--- config.mk ---
export PLATFORM = sky130hd
export DESIGN_NAME = ppm_frame_tx
export DESIGN_NICKNAME = d
export VERILOG_FILES = /design/src/rtl/ppm_pkg.sv /design/src/rtl/ppm_sym_map.sv /design/src/rtl/ppm_frame_tx.sv
export SDC_FILE = /design/constraint.sdc
export NUM_CORES = 1
export LEC_CHECK = 0
export ABC_AREA = 1
export CAP_MARGIN = 0
export CORE_AREA = 2 2 81 83
export CTS_BUF_LIST = sky130_fd_sc_hd__clkbuf_4
export DETAILED_ROUTE_END_ITERATION = 10
export DIE_AREA = 0 0 83 85
export PLACE_DENSITY = 0.53
export SLEW_MARGIN = 40
export SYNTH_ARGS = -nofsm -noshare
export SYNTH_HDL_FRONTEND = slang
export SYNTH_HIERARCHICAL = 1
export SYNTH_SLANG_ARGS = --single-unit
--- constraint.sdc ---
create_clock -name clk -period 2.6 [get_ports clk]
set_clock_uncertainty 0.1 [all_clocks]
set_input_delay 0.39 -clock clk [delete_from_list [all_inputs] [get_ports clk]]
set_output_delay 0.39 -clock clk [all_outputs]
set_load 0.03 [all_outputs]
--- src/rtl/ppm_pkg.sv ---
// Shared PPM line definitions used by both the transmit and receive chains.
package ppm_pkg;

  typedef enum logic [2:0] {
    ST_IDLE = 3'd0,
    ST_SOF  = 3'd1,
    ST_DATA = 3'd2,
    ST_EOF  = 3'd3,
    ST_GAP  = 3'd4
  } ppm_state_t;

  // Bit i is the line level of slot i (0 = pulse).
  localparam logic [7:0] SOF_PATTERN = 8'b1101_1110;
  localparam logic [3:0] EOF_PATTERN = 4'b1011;

  localparam int unsigned SLOTS_PER_SYM = 8;
  localparam int unsigned SOF_SLOTS     = 8;
  localparam int unsigned EOF_SLOTS     = 4;

  // A data symbol of value v pulses low in slot 2v+1.
  function automatic logic data_level(input logic [2:0] slot, input logic [1:0] v);
    return (slot != {v, 1'b1});
  endfunction

endpackage

--- src/rtl/ppm_sym_map.sv ---
// Combinational slot-level lookup: line level for a given state, slot and symbol value.
import ppm_pkg::*;

module ppm_sym_map (
  input  ppm_state_t state,
  input  logic [2:0] slot,
  input  logic [1:0] sym,
  output logic       level
);

  always_comb begin
    level = 1'b1;
    case (state)
      ST_SOF:  level = SOF_PATTERN[slot];
      ST_DATA: level = data_level(slot, sym);
      ST_EOF:  level = EOF_PATTERN[slot[1:0]];
      default: level = 1'b1;
    endcase
  end

endmodule

--- src/rtl/ppm_frame_tx.sv ---
// PPM frame transmitter: byte stream in, SOF / 1-of-4 data symbols / EOF / gap out on an
// active-low line, advancing one slot per clk16 strobe.
import ppm_pkg::*;

module ppm_frame_tx #(
  parameter int unsigned GAP_SLOTS = 8
) (
  input  logic       clk,
  input  logic       rst_n,
  input  logic       clk16,
  input  logic       tx_valid,
  input  logic [7:0] tx_data,
  input  logic       tx_last,
  output logic       tx_ready,
  output logic       dout,
  output logic       busy,
  output logic       frame_done,
  output logic       tx_underrun
);

  localparam logic [7:0] GAP_LAST  = 8'(GAP_SLOTS - 1);
  localparam logic [2:0] SOF_LAST  = 3'(SOF_SLOTS - 1);
  localparam logic [2:0] SYM_LAST  = 3'(SLOTS_PER_SYM - 1);
  localparam logic [2:0] EOF_LAST  = 3'(EOF_SLOTS - 1);

  ppm_state_t state, nx_state, st_eff;
  logic [2:0] slot, nx_slot;
  logic [1:0] sym_cnt, nx_sym;
  logic [7:0] gap_cnt, shreg, buf_data;
  logic       buf_full, buf_last, cur_last, last_cap;
  logic       accept, lc_nx, ready_nx, level;

  assign accept = tx_valid & tx_ready;

  // Slot sequencer lookahead: where the next clk16 strobe takes us and which symbol it shows.
  always_comb begin
    nx_state = state;
    nx_slot  = slot;
    nx_sym   = shreg[1:0];
    case (state)
      ST_IDLE: begin
        if (buf_full) begin
          nx_state = ST_SOF;
          nx_slot  = 3'd0;
        end else begin
          nx_state = ST_IDLE;
        end
      end
      ST_SOF: begin
        if (slot == SOF_LAST) begin
          nx_state = ST_DATA;
          nx_slot  = 3'd0;
          nx_sym   = buf_data[1:0];
        end else begin
          nx_slot = slot + 3'd1;
        end
      end
      ST_DATA: begin
        if (slot != SYM_LAST) begin
          nx_slot = slot + 3'd1;
        end else if (sym_cnt != 2'd3) begin
          nx_slot = 3'd0;
          nx_sym  = shreg[3:2];
        end else if (!cur_last && buf_full) begin
          nx_slot = 3'd0;
          nx_sym  = buf_data[1:0];
        end else begin
          nx_state = ST_EOF;
          nx_slot  = 3'd0;
        end
      end
      ST_EOF: begin
        if (slot == EOF_LAST) begin
          nx_state = ST_GAP;
          nx_slot  = 3'd0;
        end else begin
          nx_slot = slot + 3'd1;
        end
      end
      ST_GAP: begin
        if (gap_cnt == GAP_LAST) begin
          nx_state = ST_IDLE;
        end else begin
          nx_state = ST_GAP;
        end
      end
      default: begin
        nx_state = ST_IDLE;
        nx_slot  = 3'd0;
      end
    endcase
  end

  ppm_sym_map u_sym_map (
    .state (nx_state),
    .slot  (nx_slot),
    .sym   (nx_sym),
    .level (level)
  );

  // Ready looks at post-edge state so it never lingers into EOF nor lags the return to IDLE.
  always_comb begin
    st_eff   = clk16 ? nx_state : state;
    lc_nx    = (clk16 && (state == ST_GAP) && (nx_state == ST_IDLE)) ? 1'b0 : last_cap;
    ready_nx = !accept && !buf_full && !lc_nx &&
               ((st_eff == ST_IDLE) || (st_eff == ST_SOF) || (st_eff == ST_DATA));
  end

  // Control FSM, counters, holding buffer and registered outputs.
  always_ff @(posedge clk or negedge rst_n) begin
    if (!rst_n) begin
      state       <= ST_IDLE;
      slot        <= 3'd0;
      sym_cnt     <= 2'd0;
      gap_cnt     <= 8'd0;
      shreg       <= 8'd0;
      cur_last    <= 1'b0;
      buf_data    <= 8'd0;
      buf_last    <= 1'b0;
      buf_full    <= 1'b0;
      last_cap    <= 1'b0;
      tx_ready    <= 1'b0;
      dout        <= 1'b1;
      busy        <= 1'b0;
      frame_done  <= 1'b0;
      tx_underrun <= 1'b0;
    end else begin
      frame_done  <= 1'b0;
      tx_underrun <= 1'b0;
      tx_ready    <= ready_nx;
      if (accept) begin
        buf_data <= tx_data;
        buf_last <= tx_last;
        buf_full <= 1'b1;
        busy     <= 1'b1;
        if (tx_last) last_cap <= 1'b1;
      end
      if (clk16) begin
        state <= nx_state;
        slot  <= nx_slot;
        dout  <= level;
        case (state)
          ST_IDLE: if (buf_full) busy <= 1'b1;
          ST_SOF: begin
            if (slot == SOF_LAST) begin
              shreg    <= buf_data;
              cur_last <= buf_last;
              buf_full <= 1'b0;
              sym_cnt  <= 2'd0;
              if (buf_last) last_cap <= 1'b1;
            end
          end
          ST_DATA: begin
            if (slot == SYM_LAST) begin
              if (sym_cnt != 2'd3) begin
                sym_cnt <= sym_cnt + 2'd1;
                shreg   <= {2'b00, shreg[7:2]};
              end else if (!cur_last && buf_full) begin
                shreg    <= buf_data;
                cur_last <= buf_last;
                buf_full <= 1'b0;
                sym_cnt  <= 2'd0;
                if (buf_last) last_cap <= 1'b1;
              end else if (!cur_last) begin
                tx_underrun <= 1'b1;
              end
            end
          end
          ST_EOF: begin
            if (slot == EOF_LAST) begin
              frame_done <= 1'b1;
              gap_cnt    <= 8'd0;
            end
          end
          ST_GAP: begin
            gap_cnt <= gap_cnt + 8'd1;
            if (gap_cnt == GAP_LAST) begin
              busy     <= 1'b0;
              last_cap <= 1'b0;
            end
          end
          default: ;
        endcase
      end
    end
  end

endmodule
==> reports/metrics.csv, run 1 <==
metric,value,unit
cts_setup_buffers,0,
ys_warn_count,6,
nFillCells,640,
crit_slowest_cell,clkdlybuf4s50_1,
die_y,85,µm
fin_setup_tns,0,ns
grt_usage,0.1640,
drive_above_1_share,0.1070,
synthTopCellsByCount,"nand2_1, inv_1, dfrtp_1, nor2_1, nand3_1",
cp_max_fo,2,
slew_violations,0,
ioPinCount,18,
powerDensity,939.6,nW/µm²
hp-start,dout,
crit_path_end_kind,output port,
drc_errors,0,
r2r_slack,0.58,ns
fmax,0.4918,GHz
min_period,2.033,ns
drt-vias-per-instance,4.727,
syn_nets,353,
ys_async_sr_fraction,1.000,
hold_end,dout,
crit_type,reg2out,
power_leakage,1.403,nW
crit_required,2.11,ns
ant_nets,0,
n_antenna_cell,0,
holdPathStages,2,
min_period_over_period,0.7821,
syn_area_per_cell,7.237,µm²
first_pass_iters,4,
p_int,0.001420,W
critPathMaxStageDelay,0.66,ns
grt-ovfl-total,0,
gp_congestion,0.7984,
max_slew_margin,0.6495,
timing.final.ws_setup,0.5666,ns
area_growth_syn_to_layout,12.46,%
grt_pass1_vias,2019,
clockBufferDepth,2,
place_ws,0.5891,ns
core_area,6205,µm²
rsz0062_at_grt,no,
crit_chain,clkdlybuf4s50_1,
synth_edf_count,0,
cts_buffers,5,
synth_seq_cells,41,
insertion_delay,0.35,ns
io_buffers,17,
cts.sinks,41,
crit_path_start_kind,flop,
first_iter_violations,94,
max_cap_viol_count,0,
synthDistinctLibCells,32,
cts_root_buffer,clkbuf_4,
syn_inst,333,
final_nets,374,
grt_pass1_wl,9.425,mm
crit_family,buffers and inverters,
synth-main-ff-cell,dfrtp_1,
sequentialPowerShare,0.427,
hold_violations,0,
synth_seq_area_share,0.4263,
r2r-end,dout,
pwr-share-comb,0.442,
vias,2042,
setup_viol,0,
cp_num_buf_inv,1,
synthTopCellsByArea,"dfrtp_1, nand2_1, inv_1",
hp-class,reg2reg,
cts_max_level,2,
synth_top_area_share,0.4154,
syn-cell-area,2410,µm²
switching_share,0.4425,
worstRegToRegCells,12,
grt_max_degree,42,
clockPowerShare,0.131,
worstMarginPinSlew,0.5257,ns
p_sw,0.001127,W
antenna_found_initial,0,
worst_ep_arrival_time,1.54,ns
wirelength,5.131,mm
start_util,0.3884,
die-area,7055,µm²
post_drt_wl_per_cell,11.88,µm
timing.hold.ws,0.3734,ns
die-width,83,µm
r2r-start,slot[0],
path_clk_slew,0.12,ns
row_count,29,
yosysTopAreaCell,dfrtp_1,
dp_hpwl,3.784,mm
cts_tree,built,
status,"finished, final reports clean",
yosysMostFrequentCell,nand2_1,
ir_worst_vdd,453.8,µV
## metal layers
| metal | track usage | vias up | wire length (µm) |
|---|---|---|---|
| li1 | - | 1078 | - |
| met1 | 0.2384 | 930 | 2718 |
| met2 | 0.2522 | 32 | 2221 |
| met3 | 0.03113 | 2 | 158 |
| met4 | 0.04322 | 0 | 32 |
| met5 | 0 | - | 0 |
## final cells by class
cell class	count	area, µm²	area share
well taps	77	96.34	0.03555
clock inverters	2	15.01	0.005540
repair buffers	20	192.7	0.07110
flip-flops and latches	41	1027	0.3790
clock buffers	6	45.04	0.01662
multi-input cells	237	1150	0.4243
inverters	49	183.9	0.06787
## placed cells by master, fill, tap and decap left out, drive strengths merged
cell type,Yosys,layout
xor2,2,2
o21ai,31,31
and2,1,1
inv,49,49
clkinvlp,0,2
clkbuf,2,6
dlygate4sd3,0,1
nand2,120,120
buf,4,3
clkdlybuf4s50,0,16
o21a,1,1
o211ai,1,1
a21oi,3,3
nor2,37,37
dfstp,1,1
o2111ai,1,1
ha,7,7
o22ai,2,2
dfrtp,40,40
nor3,2,2
nand4,2,2
nand3,26,26
and3,1,1
## worst max-delay path by stage
stage / startpoint / to / slack (ns) / depth (start not counted)
2_1_floorplan: slot[0] / dout / 0.80 / 12
3_3_place_gp: clk16 / shreg[7] / 0.57 / 7
3_5_place_dp: clk16 / shreg[1] / 0.59 / 6
4_1_cts: dout / dout / 0.54 / 1
5_1_grt: slot[0] / dout / 0.25 / 13
6_report: dout / dout / 0.57 / 1
## flip-flops by register name, summed over array words and instances (netlist names)
register	cells
buf_data	8
gap_cnt	8
shreg	8
slot	3
state	3
sym_cnt	2
buf_full	1
buf_last	1
busy	1
cur_last	1
dout	1
frame_done	1
last_cap	1
tx_ready	1
tx_underrun	1
## what timing repair did
action	4_1_cts	5_1_grt
hold endpoints to repair	40	0
gates resized for setup	0	0
hold buffers	1	0
## logic make-up after synthesis
logic type,share of synthesized area
simple gates,0.3401
buf+inv,0.09657
flops,0.4263
compound gates,0.09346
fa+ha+maj,0.03634
xor+xnor,0.007270
## stage by stage
| step | power [W] | std cells | cell area, µm² | util |
|---|---|---|---|---|
| finish | 0.002546 | 432 | 2710 | 0.4368 |
| global route | 0.002848 | 432 | 2710 | 0.4368 |
| CTS | 0.002583 | 432 | 2710 | 0.4368 |
| detailed placement | 0.002232 | 423 | 2640 | 0.4255 |
| global placement | 0.002234 | 423 | 2638 | 0.4251 |
| floorplan | 0.001949 | 333 | 2410 | - |
## power groups by stage
stage / Sequential [W] / Combinational [W] / Clock, W
final: 0.00109 / 0.00113 / 0.000333
after global routing: 0.00112 / 0.00134 / 0.000384
after CTS: 0.00109 / 0.00114 / 0.000357
after detailed placement: 0.00110 / 0.00113 / 0
after global placement: 0.00110 / 0.00113 / 0
after floorplan: 0.00108 / 0.000867 / 0
Power figures use the tool's default switching activity.
==> inputs of run 2 (changes only) <==
- clock period: 2.6 -> 2 ns (I/O delays scaled with it)
==> reports/metrics.csv, run 2 (synthesis gave the netlist of run 1 again) <==
metric,value,unit,change
dp_hpwl,4.025,mm,was 3.784 mm
stdcell_area,2912,µm²,was 2710 µm²
slew_violations,0,,unchanged
worst_ep_arrival_time,1.54,ns,about the same
cp_max_fo,2,,unchanged
timing.hold.ws,0.3354,ns,was 0.3734 ns
ant_nets,0,,unchanged
powerDensity,1239,nW/µm²,was 939.6 nW/µm²
hold_violations,0,,unchanged
cts_buffers,5,,unchanged
stdcell_count,446,,was 432
cts_root_buffer,clkbuf_4,,unchanged
switching_share,0.4287,,was 0.4425
n_antenna_cell,0,,unchanged
min_period,1.941,ns,
ioPinCount,18,,unchanged
cts_max_level,2,,unchanged
pwr-share-comb,0.454,,was 0.442
worstRegToRegCells,14,,was 12
fin_setup_tns,0,ns,unchanged
p_sw,0.001546,W,was 0.001127 W
max_cap_viol_count,0,,unchanged
start_util,0.3884,,unchanged
crit_slowest_cell,clkdlybuf4s50_1,,unchanged
setup_viol,0,,unchanged
clockBufferDepth,2,,unchanged
drive_above_1_share,0.1924,,was 0.1070
row_count,29,,unchanged
grt_pass1_vias,2058,,was 2019
final_core_util,0.4692,,was 0.4368
crit_chain,clkdlybuf4s50_1,,unchanged
final_nets,388,,was 374
first_pass_iters,4,,unchanged
critPathMaxStageDelay,0.66,ns,about the same
fmax,0.5151,GHz,
layout_common_cells,"nand2_1, inv_1, dfrtp_1",,unchanged
die-width,83,µm,unchanged
path_clk_slew,0.13,ns,was 0.12 ns
crit_type,reg2out,,unchanged
place_area,2705,µm²,was 2640 µm²
clockPowerShare,0.152,,was 0.131
power_leakage,1.488,nW,was 1.403 nW
wirelength,5.473,mm,was 5.131 mm
dp_cells,432,,was 423
die-area,7055,µm²,unchanged
status,"finished, final reports clean",,unchanged
hp-class,in2async,,was reg2reg
io_buffers,17,,unchanged
first_iter_violations,96,,was 94
cts.sinks,41,,unchanged
drt-vias-per-instance,4.722,,was 4.727
vias,2106,,was 2042
cp_num_cells,1,,unchanged
die_y,85,µm,unchanged
cp_num_buf_inv,1,,unchanged
drc_errors,0,,unchanged
core_area,6205,µm²,unchanged
worstMarginPinSlew,0.5103,ns,was 0.5257 ns
sequentialPowerShare,0.394,,was 0.427
mostFrequentLayoutCell,nand2_1,,unchanged
grt_max_degree,24,,was 42
crit_path_start_kind,flop,,unchanged
grt_usage,0.1637,,was 0.1640
area_growth_syn_to_layout,20.82,%,was 12.46%
grt_pass1_wl,9.384,mm,was 9.425 mm
p_int,0.002061,W,was 0.001420 W
insertion_delay,0.35,ns,about the same
min_period_over_period,0.9707,,
crit_family,buffers and inverters,,unchanged
cts_tree,built,,unchanged
crit_required,1.60,ns,was 2.11 ns
grt-ovfl-total,0,,unchanged
crit_path_end_kind,output port,,unchanged
post_drt_wl_per_cell,12.27,µm,was 11.88 µm
reg_top3,"buf_data (8), gap_cnt (8), shreg (8)",,unchanged
ir_worst_vdd,656.4,µV,was 453.8 µV
max_slew_margin,0.6598,,was 0.6495
gp_congestion,0.8148,,was 0.7984
antenna_found_initial,0,,unchanged
[run 2: power by group through the flow]
stage	registers [W]	logic, W	clock network, W
3_5_place_dp	0.00142	0.00151	0
6_report	0.00142	0.00164	0.000547
3_3_place_gp	0.00142	0.00149	0
4_1_cts	0.00141	0.00152	0.000565
5_1_grt	0.00146	0.00189	0.000599
2_1_floorplan	0.00141	0.00113	0
[run 2: timing repair]
item / 4_1_cts / 5_1_grt
hold buffers: 1 / 0
gates resized for setup: 1 / 24
setup endpoints to repair: 1 / 1
buffers inserted: 0 / 5
pin swaps: 0 / 13
endpoints found under the hold margin: 21 / 0
[run 2: layer usage]
metal,track usage,part of all wire,vias up
li1,-,-,1110
met1,0.2327,0.51,938
met2,0.2493,0.43,50
met3,0.03210,0.040,8
met4,0.05961,0.017,0
met5,0,0,-
[run 2: worst register-to-register path, stage by stage (launching register included)]
cell	delay, ns
dfrtp_1	0.43
ha_4	0.21
ha_4	0.18
inv_2	0.05
nand2_2	0.06
nand2_2	0.07
nor2_1	0.05
a21oi_2	0.24
inv_1	0.07
nand2_1	0.06
nand2_1	0.05
nor2_1	0.09
nand2_1	0.06
nand2_1	0.06
nand2_1	0.05
[run 2: area by class of cell]
class | count | area [µm²]
clock buffer | 6 | 45.04
clock inverter | 2 | 33.78
fill | 622 | 3293
inverter | 49 | 183.9
multi-input combinational | 237 | 1229
sequential | 41 | 1028
tap | 77 | 96.34
timing repair buffer | 34 | 295.3
[run 2: per-stage QoR]
stage	worst slack [ns]	power [W]
final	0.05855	0.003607
after global routing	-0.02934	0.003951
after CTS	0.005979	0.003493
after detailed placement	0.004905	0.002934
after global placement	0.04536	0.002911
after floorplan	0.2017	0.002534
[run 2: worst paths after layout]
check | start | endpoint | slack (ns)
setup / recovery | dout | dout | 0.06
hold / removal | rst_n | buf_data[3] | 0.34
setup reg to reg | slot[0] | dout | 0.11
hold reg to reg | dout | dout | 0.38
max in group asynchronous | rst_n | dout | 0.82
min in group clk | tx_data[6] | buf_data[6] | 0.36
